===== src/rtl/decoder_3x8_pulse_pkg.sv =====
// Shared types and helpers for the registered N-to-2**N pulse decoder.
package dec_pkg;

    typedef enum logic [1:0] {
        IDLE    = 2'd0,
        ACTIVE  = 2'd1,
        RECOVER = 2'd2
    } dec_state_e;

    localparam int DEC_N    = 3;
    // Widest code the decoder supports; onehot() is sized for it and sliced by the user.
    localparam int DEC_NMAX = 4;

    function automatic logic [2**DEC_NMAX-1:0] onehot(input logic [DEC_NMAX-1:0] code);
        logic [2**DEC_NMAX-1:0] r;
        r       = '0;
        r[code] = 1'b1;
        return r;
    endfunction

endpackage


===== src/rtl/decoder_3x8_pulse_hold_counter.sv =====
// Down-counter that times the ACTIVE hold; zero flags the last hold cycle.
module hold_counter #(
    parameter int HOLD = 4
) (
    input  logic clk,
    input  logic rst,
    input  logic load,
    input  logic dec,
    input  logic clr,
    output logic zero
);

    localparam int CW = (HOLD > 1) ? $clog2(HOLD) : 1;

    logic [CW-1:0] cnt;

    always_ff @(posedge clk or posedge rst) begin
        if (rst)                     cnt <= '0;
        else if (clr)                cnt <= '0;
        else if (load)               cnt <= CW'(HOLD - 1);
        else if (dec && cnt != '0)   cnt <= cnt - 1'b1;
    end

    assign zero = (cnt == '0);

endmodule


===== src/rtl/decoder_3x8_pulse.sv =====
// Registered N-to-2**N decoder: holds the one-hot line HOLD cycles, then one recovery cycle.
// Define DECODER_HIST_EN to add the sticky hist output and hist_clr input.
module decoder_3x8_pulse
    import dec_pkg::*;
#(
    parameter int N    = DEC_N,
    parameter int HOLD = 4
) (
    input  logic            clk,
    input  logic            rst,
    input  logic            en,
    input  logic            in_valid,
    input  logic [N-1:0]    in_code,
    output logic            in_ready,
    output logic [2**N-1:0] out,
    output logic            out_valid,
    output logic            done
`ifdef DECODER_HIST_EN
    ,
    input  logic            hist_clr,
    output logic [2**N-1:0] hist
`endif
);

    if (N < 1 || N > DEC_NMAX) begin : g_bad_n
        $error("decoder_3x8_pulse: N must be 1..4");
    end
    if (HOLD < 1) begin : g_bad_hold
        $error("decoder_3x8_pulse: HOLD must be >= 1");
    end

    dec_state_e state, state_nxt;
    logic [2**N-1:0] out_nxt;
    logic            ov_nxt, done_nxt;
    logic            cnt_load, cnt_dec, cnt_clr, cnt_zero;
    logic            xfer;

    logic [2**DEC_NMAX-1:0] oh_full;
    logic [2**N-1:0]        oh;
    logic                   unused_oh;

    assign in_ready  = en && (state == IDLE);
    assign xfer      = in_valid && in_ready;
    assign oh_full   = onehot(DEC_NMAX'(in_code));
    assign oh        = oh_full[2**N-1:0];
    assign unused_oh = ^oh_full;

    hold_counter #(.HOLD(HOLD)) u_cnt (
        .clk  (clk),
        .rst  (rst),
        .load (cnt_load),
        .dec  (cnt_dec),
        .clr  (cnt_clr),
        .zero (cnt_zero)
    );

    always_comb begin
        state_nxt = state;
        out_nxt   = out;
        ov_nxt    = out_valid;
        done_nxt  = 1'b0;
        cnt_load  = 1'b0;
        cnt_dec   = 1'b0;
        cnt_clr   = 1'b0;
        case (state)
            IDLE: begin
                if (xfer) begin
                    state_nxt = ACTIVE;
                    out_nxt   = oh;
                    ov_nxt    = 1'b1;
                    cnt_load  = 1'b1;
                end
            end
            ACTIVE: begin
                // Losing enable aborts the pulse silently, even on its last cycle.
                if (!en) begin
                    state_nxt = IDLE;
                    out_nxt   = '0;
                    ov_nxt    = 1'b0;
                    cnt_clr   = 1'b1;
                end else if (cnt_zero) begin
                    state_nxt = RECOVER;
                    out_nxt   = '0;
                    ov_nxt    = 1'b0;
                    done_nxt  = 1'b1;
                end else begin
                    cnt_dec = 1'b1;
                end
            end
            RECOVER: state_nxt = IDLE;
            default: begin
                state_nxt = IDLE;
                out_nxt   = '0;
                ov_nxt    = 1'b0;
            end
        endcase
    end

    always_ff @(posedge clk or posedge rst) begin
        if (rst) begin
            state     <= IDLE;
            out       <= '0;
            out_valid <= 1'b0;
            done      <= 1'b0;
        end else begin
            state     <= state_nxt;
            out       <= out_nxt;
            out_valid <= ov_nxt;
            done      <= done_nxt;
        end
    end

`ifdef DECODER_HIST_EN
    // Clear takes priority over the old history but not over a same-edge transfer.
    always_ff @(posedge clk or posedge rst) begin
        if (rst)                  hist <= '0;
        else if (hist_clr || xfer) hist <= (hist_clr ? '0 : hist) | (xfer ? oh : '0);
    end
`endif

endmodule


===== config.mk =====
export PLATFORM = sky130hd
export DESIGN_NAME = decoder_3x8_pulse
export DESIGN_NICKNAME = d
export VERILOG_FILES = /design/src/rtl/decoder_3x8_pulse_pkg.sv /design/src/rtl/decoder_3x8_pulse_hold_counter.sv /design/src/rtl/decoder_3x8_pulse.sv
export SDC_FILE = /design/constraint.sdc
export NUM_CORES = 1
export LEC_CHECK = 0
export CAP_MARGIN = 10
export CELL_PAD_IN_SITES_DETAIL_PLACEMENT = 0
export CELL_PAD_IN_SITES_GLOBAL_PLACEMENT = 1
export CORE_UTILIZATION = 37
export DETAILED_ROUTE_END_ITERATION = 10
export GPL_TIMING_DRIVEN = 0
export HOLD_SLACK_MARGIN = 0.08
export PLACE_DENSITY = 0.78
export SKIP_CTS_REPAIR_TIMING = 1
export SYNTH_ARGS = -nofsm -noshare
export SYNTH_HDL_FRONTEND = slang
export SYNTH_SLANG_ARGS = --single-unit

===== constraint.sdc =====
create_clock -name clk -period 3.3 [get_ports clk]
set_input_delay 0.33 -clock clk [delete_from_list [all_inputs] [get_ports clk]]
set_output_delay 0.33 -clock clk [all_outputs]
set_load 0.01 [all_outputs]

# After elaboration in Yosys (flattened, before gate mapping)
# Index checks and enable logic that the tools add are counted.
# Widths: inputs -> output; s select.
# totals
register_bits	14
inputBits	7
out_inout_bits	11
wordCells	50
# classes
add_sub_neg	1
magnitude_cmp	2
eq_ne	4
muxes	27
bitwise_logic	1
n_reduce_logical	10
# ops
op	count
$mux 8	3
$pmux 8 s3	1
$mux 1	14
$mux 2	6
$lt 3x5->1 const B	1
$logic_and 1x1->1	4
$logic_not 2->1	2
$pmux 2 s2	1
$demux 1 s3	1
$ge 3x1->1 const B	1
$ne 3x3->1 const B	1
$pmux 1 s3	1
$reduce_and 3->1	1
$reduce_bool 3->1	1
$eq 2x1->1 const B	1
$eq 2x2->1 const B	1
$ne 2x2->1 const B	1
$reduce_and 2->1	1
$reduce_bool 2->1	1
$sub 2x1->2 const B	1
$not 1->1	1

# Longest topological paths before layout
# depth
ltp_word	8
ltp_mapped	5
ltp_nobuf	5

# Modules after synthesis
# A second synthesis with hierarchy kept.
# unflattened
cells_unflattened	59
hier_area_um2	649.4
# by_module_without_submodules
mod	instances	cells_each	area_each_um2	seq_area_each_um2
decoder_3x8_pulse	1	46	520.5	300.3
hold_counter	1	13	128.9	50.0

# Worst setup path before layout
# Ideal clock, no wire load.
# synth_timing
path_type	register to register
from	register u_cnt.cnt[0]
to	register out[0]
setup_ns	0.066
arrival_time_ns	1.266
required_ns	3.234
setup_slack_ns	1.969
stages_incl_launch_ff	6
n_path_buf	0
period_less_slack_ns	1.331
cell_sequence	dfrtp_1 -> inv_1 -> ha_1 -> nand2b_1 -> o22ai_2 -> a22o_1
# synth_between
elab_chain_len	3
# synth_lines
item	line_no	rtl
from (decl)	decoder_3x8_pulse_hold_counter.sv:15	logic [CW-1:0] cnt;
from (signal assigned)	decoder_3x8_pulse_hold_counter.sv:20	else if (load) cnt <= CW'(HOLD - 1);
from (signal assigned)	decoder_3x8_pulse_hold_counter.sv:21	else if (dec && cnt != '0) cnt <= cnt - 1'b1;
$logic_not 2->1	decoder_3x8_pulse_hold_counter.sv:24	assign zero = (cnt == '0);
$ne 3x3->1 (no source line)	n/a	
$reduce_and 3->1 (no source line)	n/a	
to (signal assigned)	decoder_3x8_pulse.sv:107	out <= out_nxt;
to (decl)	decoder_3x8_pulse.sv:15	output logic [2**N-1:0] out,
# No other way between the ends.
# A chain may end at the register's enable or synchronous reset.

# Worst setup path in the final report
# layout_timing
from	input en
to	output in_ready
# layout_between
elab_chain_len	1
# layout_lines
item	line_no	rtl
from (decl)	decoder_3x8_pulse.sv:11	input logic en,
$logic_and 1x1->1	decoder_3x8_pulse.sv:42	assign in_ready = en && (state == IDLE);
to (decl)	decoder_3x8_pulse.sv:14	output logic in_ready,
# No other way between the ends.

==> results.py <==
metrics = {
    "placement": {
        "finalWeightedCongestion": 0.733,
        "place_hpwl_um": 918,
        "io_buffers": 17,
        "dp_slack_ps": 1190,
        "place_inst": 89,
    },
    "yosys": {
        "synth_seq_cells": 14,
        "yosys_warnings": 0,
        "synth_top_family_by_area": "compound AO/OA/AOI/OAI gates",
        "synth_compound_area_frac": 0.215,
        "synthTopCellsByCount": "dfrtp_1, inv_1, nor2_1",
        "avgSynthCellArea_sq_um": 11.2,
        "synth_area_leaders": "dfrtp_1, a32o_1, o2bb2ai_1",
        "synthCells": 56,
        "yosysSeqAreaShare": 0.557,
        "synthSimpleGateAreaFrac": 0.173,
        "postSynthNetCount": 64,
        "synth_top_cell_by_area": "dfrtp_1",
        "synthAdderAreaFrac": 0.0199,
        "synthMuxAreaShare": 0,
        "synth.distinct_cells": 20,
        "synth.most_common_cell": "dfrtp_1",
        "synth_edf_count": 0,
        "ys_async_sr_fraction": 1.00,
        "netlist.area_leader.share": 0.557,
        "netlist_area_sq_um": 629,
        "synthXorXnorAreaFrac": 0,
        "synthFlopType": "dfrtp_1",
    },
    "worst_setup_path": {
        "max_stage_delay_ps": 560,
        "worst_path_most_repeated_cell": "clkdlybuf4s50_1",
        "worstPathMaxFanout": 6,
        "crit_type": "in -> out",
        "worstPathArrival_ps": 1760,
        "setup.worst_path.start": "en",
        "crit_required_ps": 2970,
        "slowest_stage": "clkdlybuf4s50_1",
        "startpoint_type": "primary input",
        "reg2reg_slack_ps": 1770,
        "r2r-end": "out[0]$_DFFE_PP0P_",
        "reg2reg_depth": 5,
        "crit_chain": "clkdlybuf4s50_1 -> nand2b_1 -> nor2_1 -> clkdlybuf4s50_1",
        "end_kind": "output pin",
        "r2r-start": "u_cnt.cnt[0]$_DFFE_PP0P_",
    },
    "die": {
        "rows": 14,
        "die_x_um": 43.2,
        "start_util": 0.408,
        "core_area_sq_um": 1540,
        "io_pins": 18,
        "dieArea_sq_um": 1870,
        "die_h_um": 43.2,
    },
    "timing": {
        "layout_setup_ws_ps": 1210,
        "rsz0062_at_grt": "false",
        "hold_viol_final": 0,
        "setup_viol": 0,
        "relSlewSlack": 0.647,
        "setup_tns_ps": 0,
        "skew_ps": 3.55,
        "tightest_slew_ps": 528,
        "post-route-period-util": 0.634,
        "timing.final.crit_period_ps": 2090,
        "max_freq_mhz": 478,
        "slew_viol_final": 0,
    },
    "layout": {
        "num-nets-final": 86,
        "num_antenna_cells": 0,
        "syn_to_final_growth_pct": 36.0,
        "finalNonFillerCells": 93,
        "drive_gt1_frac": 0.104,
    },
    "drt": {
        "wl_per_cell_um": 13.2,
        "wl_um": 1230,
        "viasPerCell": 5.39,
        "drtIter0Drc": 10,
        "ant_nets": 0,
        "first_pass_iters": 4,
        "route.detailed.drc": 0,
        "num_vias": 501,
    },
    "power_and_ir_drop": {
        "power.leakage_nw": 0.384,
        "vdd_drop_max_mv": 0.256,
        "power.density_nw_per_um2": 567,
    },
    "clock_tree": {
        "cts-htree-levels": 1,
        "clk_pin_slew_ps": 90,
        "cts_root_buf": "clkbuf_4",
        "cts_buffers": 3,
        "clk_path_buf_depth": 2,
        "cts_tree": "yes",
        "insertion_delay_ps": 290,
        "clock_sinks": 14,
    },
    "grt": {
        "grt_pass1_wl_um": 2090,
        "met2_usage": 0.212,
        "track_usage": 0.158,
        "antenna_found_initial": 0,
        "grt_pass1_vias": 471,
        "grt_max_degree": 15,
        "grtUsageMet3": 0.0383,
        "grt-ovfl-total": 0,
        "met1_usage": 0.220,
        "busiest_layer": "met1",
    },
    "hold_path": {
        "hold_path.class": "in -> async",
    },
    "job": {
        "maxCapViolCount": 0,
    },
    "outcome": {
        "status": "finished, final reports clean",
    },
}
-- per-layer routing --
metal,up-vias,share of wire
met1,233,0.51
met2,11,0.42
met3,5,0.040
li1,252,-
met4,0,0.031
met5,-,0
-- flip-flops by register name (all words and copies together), names as in the netlist --
register	count
out_valid	1
out	8
state	2
done	1
u_cnt.cnt	2
-- how the worst max path moves through the flow --
stage	end	cells after the start
finish	in_ready	4
global route	in_ready	4
CTS	in_ready	4
detailed placement	in_ready	4
global placement	in_ready	4
floorplan	out[0]$_DFFE_PP0P_	5
-- stage by stage --
| stage | area [sq um] | total power [mW] | utilization | hold WS, ps |
|---|---|---|---|---|
| 6_report | 856 | 0.485 | 0.555 | 366 |
| 5_1_grt | 856 | 0.513 | 0.555 | 441 |
| 4_1_cts | 856 | 0.490 | 0.555 | 388 |
| 3_5_place_dp | 820 | 0.363 | 0.532 | 480 |
| 3_3_place_gp | 820 | 0.359 | 0.532 | 477 |
| 2_1_floorplan | 629 | 0.304 | - | 219 |
-- cell type report --
cell class | count | area (sq um)
fillers | 136 | 686
flip-flops and latches | 14 | 350
multi-input cells | 36 | 256
repair buffers | 17 | 170
clock buffers | 4 | 36.3
inverters | 6 | 22.5
well taps | 16 | 20.0
-- where the power goes --
part	switching, mW	leakage (nW)	internal (mW)
Combinational	0.0697	0.180	0.0722
Sequential	0.0177	0.184	0.199
Clock	0.0597	0.0210	0.0673
-- cells in the final DEF (no fill, tap or decap), types with 3 or more instances in the layout --
cell type        Yosys  layout
clkdlybuf4s50_1      0      17
dfrtp_1             14      14
inv_1                6       6
nor2_1               6       6
nand2_1              5       5
a32o_1               4       4
nand2b_1             3       3
a21oi_1              3       3
o2bb2ai_1            3       3
clkbuf_4             0       3
-- critical path: cells and delay by family --
kind / cells / cell delay, ps
buf+inv: 2 / 1100
simple gates: 2 / 330
-- logic make-up after synthesis --
logic type | count (synthesis)
fa+ha+maj | 1
flops | 14
compound gates | 16
buf+inv | 6
simple gates | 19
Note: power is estimated with default switching activity, not from simulation.
